### src/rtl/agc_gain_apply.sv
// Applies the AGC gain word to the I/Q sample stream: gains are staged and committed on frame
// boundaries, then each sample is multiplied, rounded half-up and saturated in a 3-stage pipeline.
module agc_gain_apply #(
  parameter int unsigned FRAC  = 16,
  parameter int unsigned CNT_W = 16
) (
  input  logic                    clk,
  input  logic                    arst,
  input  logic [31:0]             gain,
  input  logic                    gain_valid,
  input  logic                    s_valid,
  input  logic                    s_sof,
  input  logic signed [15:0]      data_in_I,
  input  logic signed [15:0]      data_in_Q,
  output logic                    m_valid,
  output logic                    m_sof,
  output logic signed [15:0]      data_out_I,
  output logic signed [15:0]      data_out_Q,
  output logic [CNT_W-1:0]        sat_count,
  input  logic                    sat_clr,
  output logic [31:0]             active_gain
);

  localparam int unsigned DW = 16;
  localparam int unsigned GW = 32;
  localparam int unsigned PW = DW + GW + 1;

  localparam logic [GW-1:0]        UNITY   = GW'(1) << FRAC;
  localparam logic signed [PW-1:0] RND     = PW'(1) << (FRAC - 1);
  localparam logic signed [PW-1:0] SAT_MAX = PW'(32'sd32767);
  localparam logic signed [PW-1:0] SAT_MIN = PW'(-32'sd32768);

  typedef enum logic {IDLE, PENDING} state_t;

  state_t      state, state_nxt;
  logic [GW-1:0] staged, staged_nxt, active_nxt;

  logic                 v1, sof1;
  logic signed [DW-1:0] i1, q1;
  logic [GW-1:0]        g1;

  logic                 v2, sof2;
  logic signed [PW-1:0] p_i, p_q;

  logic [DW:0]          res_i, res_q;

  // Round half-up, shift, clip; MSB of the result flags a clip.
  function automatic logic [DW:0] round_sat(input logic signed [PW-1:0] p);
    logic signed [PW-1:0] r;
    r = (p + RND) >>> FRAC;
    if (r > SAT_MAX) return {1'b1, 16'h7fff};
    if (r < SAT_MIN) return {1'b1, 16'h8000};
    return {1'b0, r[DW-1:0]};
  endfunction

  // Gain staging: a committing sof promotes staged; a same-cycle gain_valid re-arms PENDING.
  always_comb begin
    state_nxt  = state;
    staged_nxt = staged;
    active_nxt = active_gain;
    case (state)
      IDLE: begin
        if (gain_valid) begin
          staged_nxt = gain;
          state_nxt  = PENDING;
        end
      end
      PENDING: begin
        if (s_valid && s_sof) begin
          active_nxt = staged;
          state_nxt  = IDLE;
        end
        if (gain_valid) begin
          staged_nxt = gain;
          state_nxt  = PENDING;
        end
      end
      default: state_nxt = IDLE;
    endcase
  end

  always_ff @(posedge clk or posedge arst) begin
    if (arst) begin
      state       <= IDLE;
      staged      <= UNITY;
      active_gain <= UNITY;
    end else begin
      state       <= state_nxt;
      staged      <= staged_nxt;
      active_gain <= active_nxt;
    end
  end

  always_comb begin
    res_i = round_sat(p_i);
    res_q = round_sat(p_q);
  end

  // S1 captures the post-commit gain so the sof sample already sees it.
  always_ff @(posedge clk or posedge arst) begin
    if (arst) begin
      v1   <= 1'b0;
      sof1 <= 1'b0;
      i1   <= '0;
      q1   <= '0;
      g1   <= UNITY;
      v2   <= 1'b0;
      sof2 <= 1'b0;
      p_i  <= '0;
      p_q  <= '0;
    end else begin
      v1   <= s_valid;
      sof1 <= s_valid & s_sof;
      if (s_valid) begin
        i1 <= data_in_I;
        q1 <= data_in_Q;
        g1 <= active_nxt;
      end
      v2   <= v1;
      sof2 <= sof1;
      if (v1) begin
        p_i <= i1 * $signed({1'b0, g1});
        p_q <= q1 * $signed({1'b0, g1});
      end
    end
  end

  always_ff @(posedge clk or posedge arst) begin
    if (arst) begin
      m_valid    <= 1'b0;
      m_sof      <= 1'b0;
      data_out_I <= '0;
      data_out_Q <= '0;
    end else begin
      m_valid <= v2;
      m_sof   <= sof2;
      if (v2) begin
        data_out_I <= res_i[DW-1:0];
        data_out_Q <= res_q[DW-1:0];
      end
    end
  end

  // Clear wins over an increment; the counter sticks at all-ones.
  always_ff @(posedge clk or posedge arst) begin
    if (arst) begin
      sat_count <= '0;
    end else if (sat_clr) begin
      sat_count <= '0;
    end else if (v2 && (res_i[DW] || res_q[DW]) && (sat_count != '1)) begin
      sat_count <= sat_count + CNT_W'(1);
    end
  end

endmodule

### config.mk
export PLATFORM = sky130hd
export DESIGN_NAME = agc_gain_apply
export DESIGN_NICKNAME = d
export VERILOG_FILES = /design/src/rtl/agc_gain_apply.sv
export SDC_FILE = /design/constraint.sdc
export NUM_CORES = 2
export LEC_CHECK = 0
export ABC_AREA = 0
export BUFFER_PORTS_ARGS = -buffer_cell sky130_fd_sc_hd__buf_2
export CAP_MARGIN = 20
export CORE_MARGIN = 2
export CORE_UTILIZATION = 39
export CTS_BUF_LIST = sky130_fd_sc_hd__clkbuf_4
export CTS_CLUSTER_SIZE = 28
export DETAILED_ROUTE_END_ITERATION = 8
export HOLD_SLACK_MARGIN = 0.05
export PLACE_DENSITY = 0.51
export SLEW_MARGIN = 20
export SYNTH_ARGS = -nofsm -noshare
export SYNTH_HDL_FRONTEND = slang
export SYNTH_SLANG_ARGS = --single-unit
### constraint.sdc
create_clock -name clk -period 20.6 [get_ports clk]
set_input_delay 3.09 -clock clk [delete_from_list [all_inputs] [get_ports clk]]
set_output_delay 3.09 -clock clk [all_outputs]
set_load 0.02 [all_outputs]
* Word-level counts from Yosys, hierarchy flattened
Cells that the tools add are included.
Widths: inputs -> output; s select.
** Word-level totals
- ROM bits :: 0
- Bits of input ports :: 70
- Memories kept :: 0
- Register bits :: 281
- Bits in writable memories :: 0
- Bits in latches :: 0
** Cells by class
- Reduce and logical (&&, ||, !) cells :: 5
- Bitwise operators :: 2
- Muxes and demuxes :: 23
- Multipliers :: 2
- $add $sub $neg :: 3
- Order comparisons :: 4
- Eq/ne operators :: 1
- Div/mod/pow operators :: 0
- Shifts and indexed selects :: 0
** Operator list (count)
- $mux 17 :: 8
- $add 49x17->49 const B :: 2
- $mul 16x33->49 :: 2
- $mux 32 :: 3
- $gt 33x16->1 const B :: 2
- $lt 33x16->1 const B :: 2
- $mux 16 :: 2
- $add 16x1->16 const B :: 1
- $ne 16x16->1 const B :: 1
- $mux 1 :: 9
- $logic_and 1x1->1 :: 3
- $pmux 1 s2 :: 1
- $reduce_bool 2->1 :: 1
- $and 1x1->1 :: 1
- $logic_or 1x1->1 :: 1
- $not 1->1 :: 1

* Longest topological paths before layout
- Depth after elaboration :: 11
- Gate-level depth with buffers :: 25
- Gate-level depth less buffers :: 24

* Worst setup path after synthesis
OpenSTA, ideal clock, no wires.
- Kind :: register to register
- Start point :: reg g1[16]
- End point :: reg p_i[45]
- Library setup time :: 0.116 ns
- Clock period less this slack :: 6.931 ns
- Arrival :: 6.815 ns
- Setup slack :: 13.669 ns
- Required time :: 20.484 ns
- Cell stages (with the launch flop) :: 23
- Cell sequence :: dfstp_2 -> clkbuf_1 -> nand2_1 -> fa_1 -> fa_1 -> fa_1 -> inv_1 -> fa_1 -> fa_1 -> inv_1 -> fa_1 -> inv_1 -> ha_1 -> and3_1 -> and2_1 -> a221o_1 -> a31oi_1 -> o311ai_0 -> a311oi_1 -> o31a_1 -> o21ai_0 -> a2111o_1 -> o311ai_0
** On the way
- Word-level cells in the longest chain between the ends :: 1
** RTL lines
- from (decl) :: RTL line 40 : logic [GW-1:0] g1;
- from (signal assigned) :: RTL line 117 : g1 <= active_nxt;
- $mul 16x33->49 :: RTL line 122 : p_i <= i1 * $signed({1'b0, g1});
- to (signal assigned) :: RTL line 122
- to (decl) :: RTL line 43 : logic signed [PW-1:0] p_i, p_q;
No other way between the ends.
A chain may end at the register's enable or synchronous reset.

* Final worst setup path
Ends and elaborated chain as after synthesis.

==> key figures <==
Route
  – WL final: about 120000 µm
  – Drt initial violations: between 1500 and 2000
  – Drt drc: 0
  – Avg WL per Cell: just under 20 µm
  – Drt via density: ~5
  – Router iterations before antenna repair: 5
  – Antenna viol nets, final: 0
  – Vias: about 32000

Layout
  – Post-layout net count: 5938
  – Final non-filler cell total: about 6300
  – Layout cell share with drive strength beyond 1: between 10% and 20%
  – Syn-to-layout area delta: 7.55%
  – Fin area: approximately 0.047 mm²
  – Fin util: between 40% and 50%

Synth
  – Syn Inst Count: 4674
  – Synth area leaders: fa_1 38%, dfrtp_1 14%, ha_1 8.7%, inv_1 8.5%, and2_1 6.3%
  – Synth unique cells: 82
  – Yosys top cell by area: fa_1
  – Area share of the largest cell type after synthesis: between 30% and 40%
  – Syn avg cell area: between 9 and 10 µm²
  – Synthesis Warnings: 0
  – Number of synthesized flops with an enable pin: 0
  – Most used DFF post-synth: dfrtp_1
  – Post-Synthesis Net Count: ~6000
  – Cell Area, Synth: 0.0439 mm²
  – Seq cells post-synth: 251
  – Post-synthesis async set-or-reset flop share: between 90% and 100%
  – Sequential fraction of the synthesis area: between 10 and 15%

CTS
  – CTS Root Cell: clkbuf_4
  – # hold bufs at CTS: 0
  – Num CTS Buffers: 80
  – CTS resizes: 0
  – CTS tree: yes
  – H-Tree Level Count: 3
  – Later-pin clock latency in the skew report: between 0.9 and 1 ns
  – Clock Tree Buf Depth: 3
  – Setup bufs post-CTS: 0
  – Clock slew at reported path FFs: roughly 0.070 ns
  – Clk sinks: 251

Die
  – # rows: approximately 120
  – Die ar.: between 0.1 and 0.15 mm²
  – Io pins: roughly 150
  – Core region area: around 0.11 mm²
  – Initial Util: about two fifths
  – Die H: around 340 µm
  – Die X-Extent: about 340 µm

GRT
  – Initial antenna violation count: 3
  – GRT Util Overall: 22.1%
  – Largest net degree at the start of global routing: between 80 and 90
  – Vias in the first global route: 34800
  – GRT Residual Overflow: 0
  – First-pass GRT wire length: about 200000 µm

Placement
  – Detailed placement HPWL: between 80000 and 90000 µm
  – Post-placement cell count: 6147
  – Dpl cell area: ~0.046 mm²
  – PortBufs: around 150
  – Placer Congestion: approximately 0.81

Status
  – Status: completed

STA
  – Minimum clock period: 8.21 ns
  – Worst slew pin tran: roughly 1.2 ns
  – Final TNS setup: 0 ns
  – RSZ-0062 raised after global routing: false
  – Fmax: between 0.1 and 0.15 GHz
  – Final hold vios: 0
  – Fin crit share: 39.9%
  – Worst relative slew slack: 20.0%
  – Max Slew Vio Count: 0
  – Skew final: 0.0757 ns
  – Final setup viols: 0

Hold path
  – Worst hold path endpoint: m_sof$_DFF_PP0_
  – Hold Path Depth: 0
  – Hold_sp: sof2$_DFF_PP0_
  – Min-delay worst type: reg2reg

Critical path
  – Data required, critical path: about 21 ns
  – CP startpoint kind: register
  – FF-to-FF setup slack: roughly 12 ns
  – Crit Path Max Fanout: 33
  – Worst Setup SP: g1[16]$_DFFE_PP1P_
  – Critical R2R Launch: g1[16]$_DFFE_PP1P_
  – Reg2reg path depth: 21
  – R2R Path End: p_i[45]$_DFFE_PP0P_
  – Worst path arrival time: 8.97 ns
  – CP Capture Type: register
  – Kind of critical path: reg2reg

Flow run
  – Max_cap viols: 0
## cells in the final DEF, fill, tap and decap left out, types with 39 or more instances in the layout
cell type / instances
o21ai_0: 44
nand2_1: 608
clkbuf_4: 119
buf_2: 150
mux2_2: 180
dfrtp_1: 238
nor2_1: 118
fa_1: 834
a21oi_1: 71
a21o_1: 43
xnor2_1: 75
and2_1: 440
inv_1: 997
buf_4: 70
nand3_1: 39
ha_1: 305
## through the flow
stage | hold WS [ns] | setup WS, ns
detailed placement | 0.347 | 12.33
CTS | 0.360 | 12.26
finish | 0.356 | 12.39
global route | 0.357 | 11.98
floorplan | 0.331 | 10.62
global placement | 0.334 | 12.46
## how the worst max path moves through the flow
stage / endpoint / slack (ns) / cells after the start
detailed placement: p_i[45]$_DFFE_PP0P_ / 12.33 / 21
floorplan: active_gain[0]$_DFF_PP0_ / 10.62 / 1
global placement: p_i[45]$_DFFE_PP0P_ / 12.46 / 21
CTS: p_i[45]$_DFFE_PP0P_ / 12.26 / 21
finish: p_i[45]$_DFFE_PP0P_ / 12.39 / 21
global route: p_i[45]$_DFFE_PP0P_ / 11.98 / 21
## routing by layer
metal	wire [µm]	track usage (%)	share of wire, %
met5	23	0	0.019
met4	3060	6.17	2.5
met3	5930	3.65	4.9
met1	51700	28.4	43
met2	60200	38.3	50
## critical path, cell delays in order (launching register included)
cell	delay, ns
dfstp_2	1.07
nand2_1	0.18
fa_1	0.53
fa_1	0.52
fa_1	0.52
inv_1	0.06
fa_1	0.48
fa_1	0.49
inv_1	0.05
fa_1	0.47
inv_1	0.04
ha_1	0.36
and3_1	0.22
and2_1	0.16
a221o_1	0.30
a31oi_1	0.58
o311ai_2	0.35
a311oi_1	0.55
o31a_1	0.37
o21ai_0	0.23
a2111o_1	0.44
o311ai_0	0.10
## area by class of cell
cell class | count | area (µm²)
fillers | 11400 | 64800
flip-flops and latches | 251 | 6300
diodes | 1 | 2.50
repair buffers | 221 | 1300
inverters | 1000 | 3760
well taps | 1500 | 1880
clock buffers | 119 | 893
clock inverters | 27 | 146
multi-input cells | 3175 | 32900
## synthesized netlist by cell type (5+ instances only)
master and number:
mux2_2 180, inv_1 998, fa_1 834, a311oi_1 5, nand2_1 608, mux2i_1 5
o21a_1 38, buf_2 7, xnor2_1 75, nor3_1 11, xor2_1 38, o31ai_1 9
o211ai_1 33, and4_1 8, nand4_1 35, nand3_1 39, o22a_1 6, o21ai_0 44
nor4_1 12, nor2_1 118, a21oi_1 71, and2_1 440, nand2b_1 27, o21bai_1 10
or3_1 9, a31oi_1 12, a211o_1 7, and3_1 31, nor2b_1 22, or4_1 8
a211oi_1 10, buf_1 11, a21o_1 43, ha_1 305, clkbuf_1 227, dfrtp_1 248
## kinds of logic after synthesis
| kind of cell | count (synthesis) | synth area share, % |
|---|---|---|
| simple gates | 1398 | 15.9 |
| buf+inv | 1248 | 10.7 |
| fa+ha+maj | 1139 | 46.7 |
| compound gates | 339 | 5.33 |
| flops | 251 | 14.3 |
| mux | 186 | 4.76 |
| xor+xnor | 113 | 2.25 |
## registers in the layout (all words and copies together), names as in the netlist, 16 cells and up
| name | count |
|---|---|
| data_out_I | 16 |
| g1 | 32 |
| sat_count | 16 |
| p_i | 34 |
| i1 | 16 |
| active_gain | 32 |
| q1 | 16 |
| p_q | 34 |
| data_out_Q | 16 |
| staged | 32 |
Power is not shown: default switching activity piles up to over one toggle a cycle in this logic, so the estimate is an artifact.
